<file path="src/rtl/mrd_sched_pkg.sv">
// Shared types and constants for the mixed-radix DFT ping-pong bank scheduler.
package mrd_sched_pkg;

   localparam int unsigned NUM_BANKS = 2;
   localparam int unsigned DFTPTS_W  = 12;

   typedef enum logic [2:0] {
      ST_EMPTY     = 3'd0,
      ST_LOAD      = 3'd1,
      ST_WAIT_CALC = 3'd2,
      ST_CALC      = 3'd3,
      ST_FULL      = 3'd4,
      ST_UNLOAD    = 3'd5
   } bank_state_t;

endpackage

</file>
<file path="src/rtl/mrd_bank_fsm.sv">
// Life-cycle FSM of one frame memory bank: holds the bank state, its latched
// point count and the registered start pulses. All inputs are already
// qualified by the scheduler, so every strobe seen here is a legal event.
module mrd_bank_fsm #(
   parameter int unsigned DFTPTS_W = 12
) (
   input  logic                        clk,
   input  logic                        rst,
   input  logic                        sop_i,
   input  logic                        eop_i,
   input  logic                        grant_i,
   input  logic                        done_i,
   input  logic                        unload_i,
   input  logic                        out_eop_i,
   input  logic [DFTPTS_W-1:0]         dftpts_i,
   output mrd_sched_pkg::bank_state_t  state_o,
   output logic [DFTPTS_W-1:0]         dftpts_o,
   output logic                        calc_start_o,
   output logic                        out_start_o
);
   import mrd_sched_pkg::*;

   bank_state_t         state_q;
   logic [DFTPTS_W-1:0] dftpts_q;
   logic                calc_start_q;
   logic                out_start_q;

   // Bank state, point-count latch and one-cycle start pulses.
   always_ff @(posedge clk) begin
      if (rst) begin
         state_q      <= ST_EMPTY;
         dftpts_q     <= '0;
         calc_start_q <= 1'b0;
         out_start_q  <= 1'b0;
      end else begin
         calc_start_q <= 1'b0;
         out_start_q  <= 1'b0;
         case (state_q)
            ST_EMPTY: begin
               if (sop_i) begin
                  dftpts_q <= dftpts_i;
                  // A single-beat frame skips LOAD entirely.
                  state_q  <= eop_i ? ST_WAIT_CALC : ST_LOAD;
               end
            end
            ST_LOAD: begin
               if (eop_i) state_q <= ST_WAIT_CALC;
            end
            ST_WAIT_CALC: begin
               if (grant_i) begin
                  state_q      <= ST_CALC;
                  calc_start_q <= 1'b1;
               end
            end
            ST_CALC: begin
               if (done_i) state_q <= ST_FULL;
            end
            ST_FULL: begin
               if (unload_i) begin
                  state_q     <= ST_UNLOAD;
                  out_start_q <= 1'b1;
               end
            end
            ST_UNLOAD: begin
               if (out_eop_i) state_q <= ST_EMPTY;
            end
            default: state_q <= ST_EMPTY;
         endcase
      end
   end

   assign state_o      = state_q;
   assign dftpts_o     = dftpts_q;
   assign calc_start_o = calc_start_q;
   assign out_start_o  = out_start_q;

endmodule

</file>
<file path="src/rtl/mrd_bank_sched.sv">
// Ping-pong bank scheduler: owns the write/calc/read pointers, qualifies the
// stream and memory events against bank state, grants the shared radix core
// in arrival order and flags protocol violations.
module mrd_bank_sched #(
   parameter int unsigned NUM_BANKS = 2,
   parameter int unsigned DFTPTS_W  = 12
) (
   input  logic                 clk,
   input  logic                 rst,
   input  logic                 in_sop_acc,
   input  logic                 in_eop_acc,
   input  logic [DFTPTS_W-1:0]  dftpts_in,
   input  logic [NUM_BANKS-1:0] calc_done,
   input  logic                 out_eop_acc,
   output logic                 sink_ready_en,
   output logic                 sw_in,
   output logic                 sw_out,
   output logic                 sw_rdx2345,
   output logic [NUM_BANKS-1:0] calc_start,
   output logic [DFTPTS_W-1:0]  calc_dftpts,
   output logic [NUM_BANKS-1:0] out_start,
   output logic [DFTPTS_W-1:0]  out_dftpts,
   output logic                 busy,
   output logic                 proto_err
);
   import mrd_sched_pkg::*;

   logic wr_ptr_q,    wr_ptr_d;
   logic calc_ptr_q,  calc_ptr_d;
   logic rd_ptr_q,    rd_ptr_d;
   logic proto_err_q, proto_err_d;

   bank_state_t         bank_st  [NUM_BANKS];
   logic [DFTPTS_W-1:0] bank_pts [NUM_BANKS];

   logic [NUM_BANKS-1:0] sop_b, eop_b, grant_b, done_b, unload_b, oeop_b;
   logic [NUM_BANKS-1:0] is_calc, is_busy;

   bank_state_t wr_st;
   logic        sop_ok, eop_ok, oeop_ok, core_busy;

   // Event qualification against registered state, pointer advance, sticky error.
   always_comb begin
      wr_st       = bank_st[wr_ptr_q];
      sop_ok      = in_sop_acc && (wr_st == ST_EMPTY);
      eop_ok      = in_eop_acc && ((wr_st == ST_LOAD) || sop_ok);
      oeop_ok     = out_eop_acc && (bank_st[rd_ptr_q] == ST_UNLOAD);
      core_busy   = |is_calc;

      wr_ptr_d    = wr_ptr_q ^ eop_ok;
      calc_ptr_d  = calc_ptr_q ^ (|done_b);
      rd_ptr_d    = rd_ptr_q ^ oeop_ok;

      proto_err_d = proto_err_q
                  | (in_sop_acc && (wr_st != ST_EMPTY))
                  | (in_eop_acc && !eop_ok)
                  | (|(calc_done & ~is_calc))
                  | (out_eop_acc && !oeop_ok);
   end

   // Pointer and error-flag registers.
   always_ff @(posedge clk) begin
      if (rst) begin
         wr_ptr_q    <= 1'b0;
         calc_ptr_q  <= 1'b0;
         rd_ptr_q    <= 1'b0;
         proto_err_q <= 1'b0;
      end else begin
         wr_ptr_q    <= wr_ptr_d;
         calc_ptr_q  <= calc_ptr_d;
         rd_ptr_q    <= rd_ptr_d;
         proto_err_q <= proto_err_d;
      end
   end

   for (genvar b = 0; b < NUM_BANKS; b++) begin : g_bank
      localparam logic BANK_ID = 1'(b);

      assign is_calc[b]  = (bank_st[b] == ST_CALC);
      assign is_busy[b]  = (bank_st[b] != ST_EMPTY);
      assign sop_b[b]    = sop_ok  && (wr_ptr_q == BANK_ID);
      assign eop_b[b]    = eop_ok  && (wr_ptr_q == BANK_ID);
      assign grant_b[b]  = (calc_ptr_q == BANK_ID) && (bank_st[b] == ST_WAIT_CALC) && !core_busy;
      assign done_b[b]   = calc_done[b] && is_calc[b];
      assign unload_b[b] = (rd_ptr_q == BANK_ID) && (bank_st[b] == ST_FULL);
      assign oeop_b[b]   = oeop_ok && (rd_ptr_q == BANK_ID);

      mrd_bank_fsm #(
         .DFTPTS_W (DFTPTS_W)
      ) u_bank (
         .clk          (clk),
         .rst          (rst),
         .sop_i        (sop_b[b]),
         .eop_i        (eop_b[b]),
         .grant_i      (grant_b[b]),
         .done_i       (done_b[b]),
         .unload_i     (unload_b[b]),
         .out_eop_i    (oeop_b[b]),
         .dftpts_i     (dftpts_in),
         .state_o      (bank_st[b]),
         .dftpts_o     (bank_pts[b]),
         .calc_start_o (calc_start[b]),
         .out_start_o  (out_start[b])
      );
   end

   assign sink_ready_en = (wr_st == ST_EMPTY) || (wr_st == ST_LOAD);
   assign sw_in         = wr_ptr_q;
   assign sw_rdx2345     = calc_ptr_q;
   assign sw_out        = rd_ptr_q;
   assign calc_dftpts   = bank_pts[calc_ptr_q];
   assign out_dftpts    = bank_pts[rd_ptr_q];
   assign busy          = |is_busy;
   assign proto_err     = proto_err_q;

endmodule

</file>
<file path="config.mk">
export PLATFORM = sky130hd
export DESIGN_NAME = mrd_bank_sched
export DESIGN_NICKNAME = d
export VERILOG_FILES = /design/src/rtl/mrd_sched_pkg.sv /design/src/rtl/mrd_bank_fsm.sv /design/src/rtl/mrd_bank_sched.sv
export SDC_FILE = /design/constraint.sdc
export NUM_CORES = 1
export LEC_CHECK = 0
export ABC_AREA = 0
export CORE_MARGIN = 1.5
export CORE_UTILIZATION = 53
export CTS_CLUSTER_SIZE = 8
export DETAILED_ROUTE_END_ITERATION = 16
export PLACE_DENSITY = 0.89
export SYNTH_ARGS = -nofsm -noshare
export SYNTH_HDL_FRONTEND = slang
export SYNTH_SLANG_ARGS = --single-unit
</file>
<file path="constraint.sdc">
create_clock -name clk -period 4.5 [get_ports clk]
set_input_delay 0.9 -clock clk [delete_from_list [all_inputs] [get_ports clk]]
set_output_delay 0.9 -clock clk [all_outputs]
set_load 0.05 [all_outputs]
</file>
==> results of run 1 <==
[final timing paths]
| check | to | slack [ps] | from |
|---|---|---|---|
| worst max-delay path | out_dftpts[6] | 1300 | sw_out$_SDFF_PP0_ |
| worst min-delay path | g_bank[1].u_bank.dftpts_o[0]$_SDFFE_PP0P_ | 470 | g_bank[1].u_bank.dftpts_o[0]$_SDFFE_PP0P_ |
| worst max register to register | g_bank[0].u_bank.state_o[1]$_SDFFE_PP0P_ | 2010 | sw_out$_SDFF_PP0_ |
| worst min register to register | g_bank[1].u_bank.dftpts_o[0]$_SDFFE_PP0P_ | 470 | g_bank[1].u_bank.dftpts_o[0]$_SDFFE_PP0P_ |
[worst max-delay path, delay by kind of cell, from the launching register on]
kind                   cells  cell delay (ps)
DFF                        1              890
buffers and inverters      1              700
muxes                      1              410
[layout by cell type, fill, tap and decap left out, types with 2 or more instances in the layout]
| master | count |
|---|---|
| o2111ai_1 | 2 |
| nor2b_1 | 3 |
| mux2i_1 | 2 |
| dfxtp_1 | 38 |
| nand4b_1 | 3 |
| mux2_2 | 24 |
| clkdlybuf4s50_1 | 52 |
| nand3_1 | 15 |
| inv_1 | 8 |
| bufinv_16 | 2 |
| nand2_1 | 44 |
| nand3b_1 | 3 |
| a211oi_1 | 3 |
| ha_1 | 4 |
| nor3_1 | 2 |
| o21ai_0 | 2 |
| a31oi_1 | 2 |
| nor2_1 | 9 |
| a211o_1 | 4 |
| a21oi_1 | 28 |
| buf_4 | 2 |
| clkbuf_8 | 6 |
| and3_1 | 2 |
[kinds of logic after synthesis]
logic type,count (synthesis)
buf+inv,32
fa+ha+maj,4
flops,38
xor+xnor,1
simple gates,94
mux,27
compound gates,51
[per-layer routing]
metal | up-vias | wire length [um]
li1 | 937 | -
met1 | 931 | 2040
met2 | 70 | 2710
met3 | 13 | 343
met4 | 0 | 99
met5 | - | 0
[stage by stage]
| step | cell area (um2) | util, % | power (mW) | setup WS (ps) | hold WS [ps] |
|---|---|---|---|---|---|
| 4_1_cts | 2710 | 72.3 | 1.58 | 1280 | 468 |
| 5_1_grt | 2710 | 72.3 | 1.66 | 1180 | 497 |
| 3_5_place_dp | 2560 | 68.5 | 1.22 | 1610 | 457 |
| 3_3_place_gp | 2560 | 68.5 | 1.20 | 1640 | 452 |
| 2_1_floorplan | 2110 | - | 1.02 | 1990 | 442 |
| 6_report | 2710 | 72.3 | 1.58 | 1300 | 471 |
[state kept, by name (all words and copies together) (netlist names)]
register                    flops
g_bank.u_bank.calc_start_o      2
g_bank.u_bank.dftpts_o         24
g_bank.u_bank.out_start_o       2
g_bank.u_bank.state_o           6
proto_err                       1
sw_in                           1
sw_out                          1
sw_rdx2345                      1
[cell type report]
class	count	area, um2	share of cell area (%)
clock buffer	6	82.6	3.05
clock inverter	2	60.1	2.22
inverter	8	30.0	1.11
multi-input combinational	177	1180	43.5
sequential	38	761	28.1
tap	48	60.1	2.22
timing repair buffer	54	536	19.8
[power groups by stage]
| stage | combinational [mW] | sequential (mW) | clock [mW] |
|---|---|---|---|
| finish | 0.738 | 0.482 | 0.362 |
| global route | 0.780 | 0.495 | 0.381 |
| CTS | 0.739 | 0.481 | 0.362 |
| detailed placement | 0.730 | 0.488 | 0 |
| global placement | 0.716 | 0.485 | 0 |
| floorplan | 0.560 | 0.458 | 0 |
==> results.toml, run 1 <==
[timing]
fin_crit_ps = 3200
hold_viol = 0
rsz0062_at_grt = "no"
skew_ps = 2.46
tightest_slew_ps = 864
maxSlewHeadroom_pct = 42.3
max_freq_ghz = 0.312
tns_ps = 0
finalCritPeriodShare_pct = 71.2
finalSetupViolations = 0
final_max_slew_viol_count = 0

[routing]
viasPerCell = 5.86
via_count = 1951
wl_per_cell_um = 15.6
ant_nets = 0
drcViolationCount = 0
postRouteWirelength_mm = 5.20
initialDrtViolationCount = 152
first_pass_iters = 4

[hold_path]
holdCritPathClass = "reg -> reg"
whs_path_depth = 2

[logic_synthesis]
yosysWarnings = 0
synth_top_area_cell = "dfxtp_1"
synth_seq_cells = 38
synthSimpleGateAreaFrac_pct = 23.4
synthAdderAreaFrac_pct = 2.37
yosysUniqueCellTypes = 50
synth_edf_count = 0
seq_area_frac_synth_pct = 36.0
yosys-top-cells-count = "nand2_1, dfxtp_1, a21oi_1"
synth_most_common_cell = "nand2_1"
syn_inst = 247
synth_area_leaders = "dfxtp_1, mux2_2, nand2_1"
syn_nets = 270
synthDominantCellAreaShare_pct = 36.0
muxShareOfSynthArea_pct = 14.3
async_flop_share_pct = 0
synth_xor_area_share_pct = 0.414
syn_area_per_cell_um2 = 8.56
synth-compound-area-share_pct = 15.3
synth_area_um2 = 2110
synthFlopType = "dfxtp_1"
synth_top_family_by_area = "simple AND/OR/NAND/NOR gates"

[worst_setup_path]
slowest_delay_ps = 890
worstPathMaxFanout = 21
worstSetupPathType = "reg -> out"
crit_arrival_ps = 2300
required_ps = 3600
start_kind = "flop"
critPathCaptureType = "output port"
r2r_cells = 8
crit_chain = "mux2_2 -> clkdlybuf4s50_1"
cpMaxStageDelayCell = "dfxtp_1"

[global_route]
track_usage_pct = 25.1
gr-usage-met1_pct = 28.8
overflow = 0
first_global_vias = 1849
use_met2_pct = 44.0
antenna_found_initial = 0
grt_max_degree = 40
gr-max-usage-layer = "met2"
grt_use_met3_pct = 8.01
grt_pass1_wl_mm = 8.40

[cells_and_area]
antenna_cells = 0
syn2layout_area_growth_pct = 28.0
fin_nets = 307
stdcell_count = 333
fillCellCount = 296
drive_gt1_share_pct = 14.4

[pwr]
leakagePower_nw = 1.04
p_clk_share_pct = 22.9
irDropWorstVdd_mv = 0.278
intPower_uw = 905
pwr-share-comb_pct = 46.7
p_sw_share_pct = 42.8
p_sw_uw = 677
p_per_area_nw_per_um2 = 584
p_seq_share_pct = 30.4

[cts]
post_cts_resized = 0
cts_tree = "done"
cts_buffer_depth = 2
h-tree-depth = 2
insertion_delay_ps = 290
cts_buffers = 5
cts_sinks = 38
cts_setup_buffers = 0
cts_root_buffer = "clkbuf_8"
hold_buffers = 0
path_clk_slew_ps = 80

[die]
core_um2 = 3740
num_rows = 22
die_x_um = 66.2
die_area_um2 = 4380
num_io_pins = 53
start_util_pct = 56.5
die_h_um = 66.2

[placement]
gp_congestion = 0.857
dp.cells = 325
port_buffers = 52
hpwlAfterDp_mm = 3.41

[outcome]
outcome = "finished clean"

[flow_run]
cap_violations = 0
Power figures use the tool's default switching activity.
==> inputs of run 2 (changes only) <==
--- a/config.mk
+++ b/config.mk
@@ -7,10 +7,10 @@
 export LEC_CHECK = 0
 export ABC_AREA = 0
 export CORE_MARGIN = 1.5
-export CORE_UTILIZATION = 53
+export CORE_UTILIZATION = 44
 export CTS_CLUSTER_SIZE = 8
 export DETAILED_ROUTE_END_ITERATION = 16
-export PLACE_DENSITY = 0.89
+export PLACE_DENSITY = 0.8
 export SYNTH_ARGS = -nofsm -noshare
 export SYNTH_HDL_FRONTEND = slang
 export SYNTH_SLANG_ARGS = --single-unit
==> constraint.sdc (replaced) <==
create_clock -name clk -period 2.9 [get_ports clk]
set_input_delay 0.58 -clock clk [delete_from_list [all_inputs] [get_ports clk]]
set_output_delay 0.58 -clock clk [all_outputs]
set_load 0.05 [all_outputs]
==> run 2 against run 1 <==
Effect of this change: non-clock buffer count rose by 6; cell count increased by 3.6%; count of clock-buffer cells in the layout did not move; wire length down 3.2%; clock skew is 6.1 ps higher; critical path depth is 2 higher; clock power grew 59%; first-iteration DRC count shrank 48%; sequential share of layout area decreased by 0.53 points; critical endpoint is now sink_ready_en.
==> results.toml, run 2 (synthesis gave the netlist of run 1 again) <==
[cts]
cts_buffer_depth = 2
h-tree-depth = 2
cts_tree = "done"
cts_root_buffer = "clkbuf_8"
hold_buffers = 0
post_cts_resized = 0
cts_buffers = 5
cts_setup_buffers = 0
path_clk_slew_ps = 80
insertion_delay_ps = 310
cts_sinks = 38

[cells_and_area]
drive_gt1_share_pct = 16.2
fin_nets = 313
largest_reg_flops = 24
final_util_pct = 59.2
multi_input_area_um2 = 1180
final_cell_mix = "clkdlybuf4s50_1, nand2_1, dfxtp_1"
syn2layout_area_growth_pct = 30.5
layout_commonest_cell = "clkdlybuf4s50_1"
antenna_cells = 0
register_area_um2 = 761
fillCellCount = 407

[pwr]
p_sw_mw = 1.05
p_seq_share_pct = 29.3
p_sw_share_pct = 42.6
leakagePower_nw = 1.08
p_clk_share_pct = 23.4
pwr-share-comb_pct = 47.3
irDropWorstVdd_mv = 0.462
p_per_area_nw_per_um2 = 892
intPower_mw = 1.41

[placement]
port_buffers = 52
hpwlAfterDp_mm = 3.42
gp_congestion = 0.773

[global_route]
grt_max_degree = 22
track_usage_pct = 19.8
first_global_vias = 1715
antenna_found_initial = 0
overflow = 0
grt_pass1_wl_mm = 8.00

[die]
die_h_um = 72.3
start_util_pct = 45.4
core_um2 = 4660
num_io_pins = 53
die_x_um = 72.3
num_rows = 25
die_area_um2 = 5230

[hold_path]
min_from = "g_bank[1].u_bank.dftpts_o[10]$_SDFFE_PP0P_"
min_to = "g_bank[1].u_bank.dftpts_o[10]$_SDFFE_PP0P_"
holdCritPathClass = "reg -> reg"
whs_path_depth = 2

[worst_setup_path]
worstSetupPathType = "reg -> out"
required_ps = 2320
reg2reg_from = "sw_in$_SDFF_PP0_"
r2r_cells = 9
start_kind = "flop"
reg2reg_to = "g_bank[0].u_bank.state_o[1]$_SDFFE_PP0P_"
critPathCaptureType = "output port"
crit_arrival_ps = 2030
worstPathMaxFanout = 12
rrSetupSlack_ps = 760

[timing]
final_max_slew_viol_count = 0
maxSlewHeadroom_pct = 65.6
tightest_slew_ps = 515
finalCritPeriodShare_pct = 90.0
tns_ps = 0
hold_viol = 0
max_freq_ghz = 0.383
skew_ps = 8.54
fin_crit_ps = 2610
rsz0062_at_grt = "no"
finalSetupViolations = 0

[routing]
via_count = 1917
first_pass_iters = 4
viasPerCell = 5.56
ant_nets = 0
initialDrtViolationCount = 79
postRouteWirelength_mm = 5.03
wl_per_cell_um = 14.6
drcViolationCount = 0

[flow_run]
cap_violations = 0

[outcome]
outcome = "finished clean"
==> run 2: worst max-delay path by stage <==
stage	cells after the start	slack, ps	end	from
CTS	4	290	sink_ready_en	g_bank[1].u_bank.state_o[2]$_SDFFE_PP0P_
floorplan	10	550	g_bank[0].u_bank.state_o[1]$_SDFFE_PP0P_	sw_in$_SDFF_PP0_
global placement	8	460	g_bank[0].u_bank.state_o[1]$_SDFFE_PP0P_	in_sop_acc
detailed placement	8	410	g_bank[0].u_bank.state_o[1]$_SDFFE_PP0P_	in_sop_acc
global route	4	160	sink_ready_en	g_bank[0].u_bank.state_o[1]$_SDFFE_PP0P_
finish	4	290	sink_ready_en	g_bank[1].u_bank.state_o[2]$_SDFFE_PP0P_
==> run 2: layer usage <==
layer | up-vias | global-route usage (%) | wire (um)
met2 | 64 | 33.2 | 2440
met5 | - | 0 | 0
met4 | 0 | 10.7 | 75
met1 | 893 | 23.6 | 2170
li1 | 954 | - | -
met3 | 6 | 4.44 | 348
==> run 2: final cells by class <==
class                      instances  area share [%]
multi-input combinational        177            42.7
clock inverter                     2            2.18
sequential                        38            27.6
timing repair buffer              60            21.0
tap                               54            2.45
clock buffer                       6            2.99
inverter                           8            1.09
==> run 2: worst max-delay path: stages (launching register included) <==
cell and delay (ps):
dfxtp_1 590, nor2_1 110, a21oi_1 260, inv_1 70, clkdlybuf4s50_1 700
==> run 2: stage by stage <==
stage	setup slack, ps	instance area [um2]	total power [mW]	hold slack, ps	instances
floorplan	547	2110	1.58	442	247
global placement	460	2620	1.88	449	337
detailed placement	411	2620	1.90	458	337
CTS	290	2760	2.47	469	345
global route	164	2760	2.57	488	345
finish	289	2760	2.46	470	345
==> run 2: power by group through the flow <==
stage	Clock [mW]	Sequential [mW]	Combinational (mW)
2_1_floorplan	0	0.711	0.869
3_3_place_gp	0	0.727	1.15
3_5_place_dp	0	0.732	1.16
4_1_cts	0.582	0.720	1.17
5_1_grt	0.598	0.739	1.24
6_report	0.576	0.721	1.17
